`config.mk`:
```
export PLATFORM = sky130hd
export DESIGN_NAME = vga_timing
export DESIGN_NICKNAME = d
export VERILOG_FILES = /design/src/rtl/vga_timing.sv
export SDC_FILE = /design/constraint.sdc
export NUM_CORES = 1
export LEC_CHECK = 0
export BUFFER_PORTS_ARGS = -buffer_cell sky130_fd_sc_hd__buf_2
export CAP_MARGIN = 20
export CORE_MARGIN = 2
export CORE_UTILIZATION = 45
export DETAILED_ROUTE_END_ITERATION = 10
export SKIP_CTS_REPAIR_TIMING = 1
export SKIP_LAST_GASP = 1
export SLEW_MARGIN = 5
export SYNTH_ARGS = -nofsm -noshare
export SYNTH_HDL_FRONTEND = slang
export SYNTH_SLANG_ARGS = --single-unit
```
`constraint.sdc`:
```
create_clock -name clk_25 -period 6.4 [get_ports clk_25]
set_input_delay 0 -clock clk_25 [delete_from_list [all_inputs] [get_ports clk_25]]
set_output_delay 0 -clock clk_25 [all_outputs]
set_load 0.1 [all_outputs]
```
`src/rtl/vga_timing.sv`:
```
// rtl/vga_timing.sv - VGA raster timing generator: pixel/line counters, sync, blank and end-of-line/frame flags
module vga_timing #(
   parameter int HVID = 640,
   parameter int HFP  = 16,
   parameter int HSW  = 96,
   parameter int HBP  = 48,
   parameter int VVID = 480,
   parameter int VFP  = 10,
   parameter int VSW  = 2,
   parameter int VBP  = 33
) (
   input  logic       clk_25,
   input  logic       rst,
   output logic [9:0] horizontal_num,
   output logic [9:0] vertical_num,
   output logic       hsync,
   output logic       vsync,
   output logic       blank,
   output logic       line_end,
   output logic       frame_end
);

   localparam int HTOTAL = HVID + HFP + HSW + HBP;
   localparam int VTOTAL = VVID + VFP + VSW + VBP;

   // Reject timings that cannot be represented by 10-bit counters or that collapse a phase.
   generate
      if (HTOTAL > 1024 || VTOTAL > 1024 ||
          HVID < 1 || HFP < 1 || HSW < 1 || HBP < 1 ||
          VVID < 1 || VFP < 1 || VSW < 1 || VBP < 1) begin : g_bad_params
         $error("vga_timing: invalid timing parameters");
      end
   endgenerate

   localparam logic [9:0] H_LAST       = 10'(HTOTAL - 1);
   localparam logic [9:0] H_FRONT_AT   = 10'(HVID);
   localparam logic [9:0] H_SYNC_AT    = 10'(HVID + HFP);
   localparam logic [9:0] H_BACK_AT    = 10'(HVID + HFP + HSW);
   localparam logic [9:0] V_LAST       = 10'(VTOTAL - 1);
   localparam logic [9:0] V_FRONT_AT   = 10'(VVID);
   localparam logic [9:0] V_SYNC_AT    = 10'(VVID + VFP);
   localparam logic [9:0] V_BACK_AT    = 10'(VVID + VFP + VSW);

   typedef enum logic [1:0] {H_VIDEO, H_FRONT, H_SYNC, H_BACK} h_phase_t;
   typedef enum logic [1:0] {V_VIDEO, V_FRONT, V_SYNC, V_BACK} v_phase_t;

   h_phase_t   h_phase, h_phase_next;
   v_phase_t   v_phase, v_phase_next;
   logic [9:0] h_next, v_next;
   logic       h_wrap;

   // Next counter values and phase transitions; flags are registered from these so they line up with the counters.
   always_comb begin
      h_wrap       = (horizontal_num == H_LAST);
      h_next       = h_wrap ? 10'd0 : horizontal_num + 10'd1;
      v_next       = vertical_num;
      h_phase_next = h_phase;
      v_phase_next = v_phase;

      if (h_next == 10'd0)             h_phase_next = H_VIDEO;
      else if (h_next == H_FRONT_AT)   h_phase_next = H_FRONT;
      else if (h_next == H_SYNC_AT)    h_phase_next = H_SYNC;
      else if (h_next == H_BACK_AT)    h_phase_next = H_BACK;

      if (h_wrap) begin
         v_next = (vertical_num == V_LAST) ? 10'd0 : vertical_num + 10'd1;
         if (v_next == 10'd0)           v_phase_next = V_VIDEO;
         else if (v_next == V_FRONT_AT) v_phase_next = V_FRONT;
         else if (v_next == V_SYNC_AT)  v_phase_next = V_SYNC;
         else if (v_next == V_BACK_AT)  v_phase_next = V_BACK;
      end
   end

   // Counters, phase state and all output flags, registered together.
   always_ff @(posedge clk_25) begin
      if (rst) begin
         horizontal_num <= 10'd0;
         vertical_num   <= 10'd0;
         h_phase        <= H_VIDEO;
         v_phase        <= V_VIDEO;
         hsync          <= 1'b1;
         vsync          <= 1'b1;
         blank          <= 1'b0;
         line_end       <= 1'b0;
         frame_end      <= 1'b0;
      end else begin
         horizontal_num <= h_next;
         vertical_num   <= v_next;
         h_phase        <= h_phase_next;
         v_phase        <= v_phase_next;
         hsync          <= (h_phase_next != H_SYNC);
         vsync          <= (v_phase_next != V_SYNC);
         blank          <= (h_phase_next != H_VIDEO) || (v_phase_next != V_VIDEO);
         line_end       <= (h_next == H_LAST);
         frame_end      <= (h_next == H_LAST) && (v_next == V_LAST);
      end
   end

endmodule

```
# ---- Word level (Yosys, flattened, before mapping)
# Cells that the tools add are included.
dict set report classes {
  n_addsub 2
  n_eq_ne 12
  n_mux 12
  reduce_logical 6
}
# cell count
set ops {}
lappend ops {{$eq 10x10->1 const B} 7}
lappend ops {{$eq 10x9->1 const B} 3}
lappend ops {{$mux 10} 3}
lappend ops {{$add 10x1->10 const B} 2}
lappend ops {{$logic_not 10->1} 2}
lappend ops {{$mux 2} 9}
lappend ops {{$ne 2x2->1 const B} 2}
lappend ops {{$reduce_bool 2->1} 2}
lappend ops {{$logic_and 1x1->1} 1}
lappend ops {{$logic_or 1x1->1} 1}
dict set report totals {
  reg_bits 29
  inputBits 2
  output_inout_bits 25
  wordCells 41
}

# ---- Depth between registers and ports, before layout
# Gate-level depths: netlist of run 1.
dict set report depth {
  depth_word 10
  depth_mapped 11
  mapped_depth_nobuf 9
}

# ---- Least setup slack after synthesis of run 1
# Ideal clock, no wire load.
dict set report synth_path {
  path_kind {register to register}
  startpoint {register vertical_num[1]}
  endpoint {register vsync}
  setup_time_ps 127
  t_arrival_ps 3317
  required_ps 6273
  slack_ps 2955
  path_stages_with_launch 10
  n_path_buf 1
  synth_period_minus_slack_ps 3445
  cell_sequence {dfxtp_1 -> ha_1 -> buf_2 -> nand4_1 -> nor4b_1 -> mux2i_1 -> a211oi_1 -> nor4b_1 -> o22ai_1 -> or3b_1}
}
dict set report synth_via {
  elab_chain_len 9
  elab_cells_between_ends 13
  cone_classes {add/sub: 1; eq/ne: 5; mux: 6; reduce/logical: 1}
}
# item line
set synth_lines {}
lappend synth_lines {{start, declared} 15} ;# output logic [9:0] vertical_num,
lappend synth_lines {{start signal, assigned} 88} ;# vertical_num <= v_next;
lappend synth_lines {{$add 10x1->10 / $eq 10x10->1 (equally long branches)} 66} ;# v_next = (vertical_num == V_LAST) ? 10'd0 : vertical_num + 10'd1;
lappend synth_lines {{$mux 10 (*)} 66}
lappend synth_lines {{$eq 10x9->1} 70} ;# else if (v_next == V_BACK_AT) v_phase_next = V_BACK;
lappend synth_lines {{$mux 2} 70}
lappend synth_lines {{$mux 2} 69} ;# else if (v_next == V_SYNC_AT) v_phase_next = V_SYNC;
lappend synth_lines {{$mux 2} 68} ;# else if (v_next == V_FRONT_AT) v_phase_next = V_FRONT;
lappend synth_lines {{$mux 2 (*)} 67} ;# if (v_next == 10'd0) v_phase_next = V_VIDEO;
lappend synth_lines {{$mux 2 (*)} 65} ;# if (h_wrap) begin
lappend synth_lines {{$ne 2x2->1 (*)} 92} ;# vsync <= (v_phase_next != V_SYNC);
lappend synth_lines {{end signal, assigned} 92}
lappend synth_lines {{end, declared} 17} ;# output logic vsync,
# Every way passes the cells marked *; elsewhere a longest branch is shown, timed or not.
# A chain may end at the register's enable or synchronous reset.

# ---- Final worst setup path of run 1
# Ends and elaborated chain as after synthesis.

==> run metrics, run 1 <==
status=complete, no violations; layout cells sized above 1=0.156; worst hold path type=in -> reg; CTS max path bufs=2; top_reg_cell synth=dfxtp_1; sequential fraction of the synthesis area=0.284; # rows=24; Max-Slew Margin vs Limit=0.500; PortBufs=26; Slew Limit Fails=0; Tcrit/Tclk final=0.492; vias per inst=about 6; Final Skew=0.00404 ns; drc violations=0; first-pass GRT wire length=8350 um; CP Capture Type=flip-flop; met3 Use GR=0.0366; met1 Use GR=0.260; DRT antenna net count=0; Mean Syn Cell Area=between 7 and 8 sq um; Critical-path top delay cell=ha_1; max incr delay on CP=0.51 ns; #FFs+latches synth=29; total negative slack=0 ns; hold depth=2; clock root buffer=clkbuf_8; CP endpoint=vsync$_SDFF_PP1_; Overall Global Routing Usage=0.204; CORE AREA=between 4000 and 5000 sq um; cell count of the worst reg-to-reg path=8; worst setup path start=vertical_num[1]$_SDFF_PP0_; nets@finish=281; Reg2Reg Setup Slack=3.25 ns; vias in the first global route=1733; FF-to-FF End=vsync$_SDFF_PP1_; Non-Filler Instances=between 300 and 400; Netlist cell types=54; Tmin final=about 3.1 ns; gr busiest metal=met2; final hold slack=0.173 ns; vias post-DR=around 1900; final hold vios=0; dpl cells=between 300 and 400; Startpoint Class=flip-flop; clock sinks=29; # setup viols final=0; FF-to-FF Start=vertical_num[1]$_SDFF_PP0_; CTS tree=yes; async set-reset flop share out of synthesis=0; GRT met2 Usage=0.332; drt pass-1 iters=4; gr ovfl total=0; CP arrival=roughly 3.3 ns; Worst-Skew Late Latency=around 0.28 ns; YS warnings=0; Post-synth EDFFs=0; CP required=6.56 ns; area delta synth->final=8.89%; Syn Nets=273; CTS clock-pin slew for the worst setup and hold paths=0.06 ns; Crit Path Class=reg -> reg; Mapped Cells=266; worst-margin pin slew=0.743 ns; Synth Cell Area=2040 sq um; Die Y=71.3 um; VDD IR max=0.0758 mV; Crit Path Max Fanout=12; antenna violations before repair=0; IO Pins=27; H-tree lvl count=2; total wire length=4860 um; FMAX=approximately 320 MHz; RSZ-0062 raised after global routing=false; Max Cap Viol=0; DP Wirelength=around 3500 um; DR WL/cell=14.9 um; Cell Chain, Critical Path=ha_1 > nand4_1 > nor4b_1 > mux2i_1 > a211oi_1 > nor4b_1 > o22ai_1 > or3b_1; Static Leak=0.800 nW; Placer Congestion=between 0.8 and 0.9; Worst path most repeated cell=nor4b_1; fill count=453; initial core utilization=0.469; die width=71.3 um; largest net degree at the start of global routing=28; CTS buffer count=5; area of the die=5090 sq um; DR iter-0 viols=82; antenna diode count=0; Pwr Density=172 nW/um^2
==> cell usage in the layout, fill, tap and decap left out, types with 2 or more instances in the layout <==
cell | netlist | layout
or3b_1 | 2 | 2
nand3_1 | 13 | 13
o22ai_1 | 4 | 4
ha_1 | 5 | 5
xor2_1 | 5 | 5
and2_1 | 4 | 4
nor3_1 | 9 | 9
nor3b_1 | 2 | 2
o21ai_0 | 13 | 13
a2bb2oi_1 | 3 | 3
and3_1 | 6 | 6
a31oi_1 | 6 | 6
nand4_1 | 8 | 8
inv_1 | 7 | 7
nor4_1 | 4 | 4
a21oi_1 | 12 | 12
a22oi_1 | 3 | 3
dfxtp_1 | 29 | 29
or3_1 | 6 | 6
nand4b_1 | 3 | 3
nand2_1 | 18 | 18
nor2_1 | 32 | 32
mux2i_1 | 4 | 4
a211oi_1 | 2 | 2
buf_2 | 5 | 26
and4_1 | 2 | 2
xnor2_1 | 12 | 12
nor4b_1 | 3 | 3
clkbuf_8 | 0 | 7
o211ai_1 | 2 | 2
==> Yosys cell counts, types with 2 or more instances <==
master / n / area (sq um)
a211oi_1: 2 / 15.0
a21oi_1: 12 / 60.1
a22oi_1: 3 / 22.5
a2bb2oi_1: 3 / 26.3
a31oi_1: 6 / 37.5
and2_1: 4 / 25.0
and3_1: 6 / 37.5
and4_1: 2 / 17.5
buf_2: 5 / 25.0
buf_6: 2 / 22.5
clkbuf_1: 17 / 63.8
dfxtp_1: 29 / 581
ha_1: 5 / 62.6
inv_1: 7 / 26.3
mux2i_1: 4 / 40.0
nand2_1: 18 / 67.6
nand3_1: 13 / 65.1
nand4_1: 8 / 50.1
nand4b_1: 3 / 26.3
nor2_1: 32 / 120
nor3_1: 9 / 45.0
nor3b_1: 2 / 15.0
nor4_1: 4 / 25.0
nor4b_1: 3 / 26.3
o211ai_1: 2 / 15.0
o21ai_0: 13 / 65.1
o22ai_1: 4 / 25.0
or3_1: 6 / 37.5
or3b_1: 2 / 17.5
xnor2_1: 12 / 105
xor2_1: 5 / 43.8
==> worst min path at each step <==
stage	start	end	slack (ns)
6_report	rst	horizontal_num[7]$_SDFF_PP0_	0.17
5_1_grt	rst	horizontal_num[7]$_SDFF_PP0_	0.19
4_1_cts	rst	vertical_num[8]$_SDFF_PP0_	0.17
3_5_place_dp	rst	vertical_num[8]$_SDFF_PP0_	0.47
3_3_place_gp	rst	horizontal_num[1]$_SDFF_PP0_	0.44
2_1_floorplan	rst	horizontal_num[2]$_SDFF_PP0_	0.31
==> final cells by class <==
| class | instances | area [sq um] | area share |
|---|---|---|---|
| clock buffer | 7 | 96.3 | 0.0434 |
| clock inverter | 1 | 5.00 | 0.00225 |
| sequential | 29 | 581 | 0.261 |
| inverter | 7 | 26.3 | 0.0118 |
| tap | 52 | 65.1 | 0.0293 |
| multi-input combinational | 205 | 1320 | 0.593 |
| timing repair buffer | 26 | 130 | 0.0586 |
==> state kept, by name (all words and copies together) (netlist names) <==
register        cells
hsync               1
vertical_num       10
vsync               1
v_phase             2
horizontal_num     10
h_phase             2
frame_end           1
line_end            1
blank               1
==> power by group <==
part           switching (W)   total, W  internal, W
Combinational      0.0000239  0.0000306   0.00000663
Sequential        0.00000356   0.000187     0.000183
Clock              0.0000687   0.000166    0.0000970
Total              0.0000962   0.000383     0.000287
==> routing by layer <==
layer / wire (um) / up-vias
met5: 0 / -
met4: 133 / 0
met3: 146 / 10
met2: 2380 / 41
met1: 2200 / 906
li1: - / 987
==> stage by stage <==
step,utilization,power [W],worst slack (ns),instance area [sq um]
3_3_place_gp,0.487,0.000221,3.35,2120
5_1_grt,0.510,0.000402,2.94,2220
4_1_cts,0.510,0.000389,3.28,2220
6_report,0.510,0.000383,3.25,2220
2_1_floorplan,-,0.000217,2.96,2040
3_5_place_dp,0.487,0.000222,3.31,2120
==> critical path, delay by kind of cell, from the launching register on <==
family,cells,cell delay (ns)
adder cells (fa/ha/maj),1,0.51
AND/OR/NAND/NOR,4,1.38
multiplexers,1,0.12
AO/OA/AOI/OAI,2,0.52
flip-flops,1,0.50
==> cell families (layout without fill, tap and decap cells) <==
kind of cell / after synthesis / in the layout / share of synthesized area
AO/OA/AOI/OAI: 57 / 57 / 0.198
XOR/XNOR: 17 / 17 / 0.0730
adder cells (fa/ha/maj): 5 / 5 / 0.0307
buffers and inverters: 32 / 41 / 0.0693
flip-flops: 29 / 29 / 0.284
multiplexers: 4 / 4 / 0.0196
AND/OR/NAND/NOR: 122 / 122 / 0.325
(Power assumes the default switching activity.)
==> inputs of run 2 (changes only) <==
ABC_AREA = 1   (was unset)
PLACE_DENSITY = 0.68   (was unset)
clock period = 2.7 ns   (was 6.4 ns; I/O delays follow)
==> run 2 against run 1 <==
  * Power increased by 120%
  * Critical path depth grew 2
  * Global-route usage down 1.3 points
  * Via count decreased by 13%
==> run metrics, run 2 <==
Startpoint Class=flip-flop (unchanged); top flop regs=horizontal_num: 10 flops, vertical_num: 10 flops (unchanged); post-synth top area share=0.323 (was 0.284); sw power=0.000203 W (was 0.0000962 W); Max-Slew Margin vs Limit=0.677 (was 0.500); area of the multi-input gates=1040 sq um (was 1320 sq um); DP Wirelength=2870 um (was 3490 um); Overall Global Routing Usage=0.191 (was 0.204); antenna diode count=0 (unchanged); top_reg_cell synth=dfxtp_1 (unchanged); DR iter-0 viols=79 (was 82); Crit Path Max Fanout=20 (was 12); Comb pwr share=0.061 (was 0.080); DRT antenna net count=0 (unchanged); sequential share of power=0.520 (was 0.488); Tcrit/Tclk final=0.770 (was 0.492); most frequent cell after synthesis=nand2_1 (was nor2_1); Syn Nets=289 (was 273); CP required=2.89 ns (was 6.56 ns); most frequent cells in the layout=nand2_1 (84), nor2_1 (39), inv_1 (35) (was nor2_1 (32), dfxtp_1 (29), buf_2 (26)); cell count of the worst reg-to-reg path=10 (was 8); clock sinks=29 (unchanged); min-delay src=rst (unchanged); Die Y=67.2 um (was 71.3 um); Pwr Density=413 nW/um^2 (was 172 nW/um^2); final hold vios=0 (unchanged); Post-synth EDFFs=0 (unchanged); CORE AREA=3740 sq um (was 4350 sq um); RSZ-0062 raised after global routing=false (unchanged); Post-DP Area=1960 sq um (was 2120 sq um); Placer Congestion=0.862 (was 0.870); Final Power=0.000845 W (was 0.000383 W); Post-synth top cells=nand2_1 (84), nor2_1 (39), inv_1 (35), dfxtp_1 (29), nand3_1 (26) (was nor2_1 (32), dfxtp_1 (29), nand2_1 (18), clkbuf_1 (17)); Final Skew=0.00377 ns (was 0.00404 ns); most common cell after layout, fill and taps aside=nand2_1 (was nor2_1); drc violations=0 (unchanged); vias per inst=4.74 (was 5.94); status=complete, no violations (unchanged); worst-margin pin slew=0.487 ns (was 0.743 ns); CTS max path bufs=2 (unchanged); vias post-DR=1698 (was 1944); total negative slack=0 ns (unchanged); Slew Limit Fails=0 (unchanged); Reg2Reg Setup Slack=0.62 ns (was 3.25 ns); sequential fraction of the synthesis area=0.323 (was 0.284); largest net degree at the start of global routing=25 (was 28); FF-to-FF End=frame_end$_SDFF_PP0_ (was vsync$_SDFF_PP1_); Netlist cell types=26 (was 54); nets@finish=317 (was 281); #FFs+latches synth=29 (unchanged); async set-reset flop share out of synthesis=0 (unchanged); YS warnings=0 (unchanged); Synth area leader=dfxtp_1 (unchanged); Static Leak=1.02 nW (was 0.800 nW); IO Pins=27 (unchanged); Max Cap Viol=0 (unchanged); Tmin final=2.08 ns (was 3.15 ns); Synth Cell Area=1800 sq um (was 2040 sq um); pre-CTS WS=0.635 ns (was 3.31 ns); area delta synth->final=13.8% (was 8.89%); gr ovfl total=0 (unchanged); area of the die=4520 sq um (was 5090 sq um); die width=67.2 um (was 71.3 um); hold depth=2 (unchanged); PortBufs=26 (unchanged); Hold Path Sink=vertical_num[3]$_SDFF_PP0_ (was horizontal_num[7]$_SDFF_PP0_); CP Capture Type=flip-flop (unchanged); DR WL/cell=10.3 um (was 14.9 um); Storage cell area=581 sq um (unchanged); Mapped Cells=282 (was 266); CTS tree=yes (unchanged); H-tree lvl count=2 (unchanged); vias in the first global route=1505 (was 1733); PnR worst setup slack=0.620 ns (was 3.25 ns); VDD IR max=0.361 mV (was 0.0758 mV); antenna violations before repair=0 (unchanged); switching share of power=0.240 (was 0.251); layout cells sized above 1=0.200 (was 0.156); total wire length=3700 um (was 4860 um); # setup viols final=0 (unchanged); Worst-Skew Late Latency=0.28 ns (about the same); first-pass GRT wire length=6470 um (was 8350 um); drt pass-1 iters=4 (unchanged); FMAX=481 MHz (was 318 MHz); initial core utilization=0.480 (was 0.469); # rows=22 (was 24); CP arrival=2.27 ns (was 3.31 ns); fill count=404 (was 453); worst hold path type=in -> reg (unchanged); Crit Path Class=reg -> reg (unchanged); worst setup path start=horizontal_num[1]$_SDFF_PP0_ (was vertical_num[1]$_SDFF_PP0_); Mean Syn Cell Area=6.38 sq um (was 7.67 sq um); CTS buffer count=5 (unchanged); FF-to-FF Start=horizontal_num[1]$_SDFF_PP0_ (was vertical_num[1]$_SDFF_PP0_); clock root buffer=clkbuf_8 (unchanged); clock share of power=0.419 (was 0.433); top cells by area, synth=dfxtp_1 (32%), nand2_1 (18%), nor2_1 (8.1%) (was dfxtp_1 (28%), nor2_1 (5.9%), xnor2_1 (5.2%)); CTS clock-pin slew for the worst setup and hold paths=0.06 ns (about the same); fin area=2050 sq um (was 2220 sq um); Int Power=0.000642 W (was 0.000287 W)
-- run 2: how the worst max path moves through the flow --
stage | slack [ns] | endpoint
floorplan | 0.10 | blank$_SDFF_PP0_
global placement | 0.58 | frame_end$_SDFF_PP0_
detailed placement | 0.63 | frame_end$_SDFF_PP0_
CTS | 0.61 | frame_end$_SDFF_PP0_
global route | 0.40 | frame_end$_SDFF_PP0_
finish | 0.62 | frame_end$_SDFF_PP0_
-- run 2: power by group through the flow --
stage / Clock (W) / Sequential, W / Combinational (W)
floorplan: 0 / 0.000475 / 0.0000160
global placement: 0 / 0.000449 / 0.0000516
detailed placement: 0 / 0.000449 / 0.0000518
CTS: 0.000364 / 0.000439 / 0.0000518
global route: 0.000377 / 0.000440 / 0.0000556
finish: 0.000354 / 0.000440 / 0.0000517
-- run 2: cell type report --
cell class              count  area share
multi-input cells         209       0.509
flip-flops and latches     29       0.284
inverters                  39      0.0722
repair buffers             26      0.0636
clock buffers               7      0.0422
well taps                  48      0.0294
-- run 2: through the flow --
stage	instances	utilization	hold slack (ns)
floorplan	282	-	0.0732
global placement	351	0.523	0.419
detailed placement	351	0.523	0.424
CTS	358	0.546	0.132
global route	358	0.546	0.182
finish	358	0.546	0.138
-- run 2: logic make-up after synthesis --
kind of cell	count (synthesis)	share of synthesized area
adders and majority gates	5	0.0348
DFF	29	0.323
xor gates and xnor gates	3	0.0146
buffers and inverters	44	0.0981
and+or+nand+nor	186	0.487
AOI/OAI and AO/OA	15	0.0424
-- run 2: worst max-delay path, cell delays in order (launching register included) --
cell      delay [ns]
dfxtp_1         0.46
ha_1            0.25
nand3_2         0.14
nor2_4          0.15
nand2_4         0.12
inv_2           0.24
nand2_1         0.08
o21ai_0         0.13
nand3_1         0.11
nand3b_1        0.18
nor4_2          0.13
-- run 2: routing by layer --
| layer | track usage | wire, um |
|---|---|---|
| met3 | 0.0400 | 124 |
| met4 | 0.0918 | 89 |
| met5 | 0 | 0 |
| met2 | 0.319 | 1710 |
| met1 | 0.232 | 1770 |
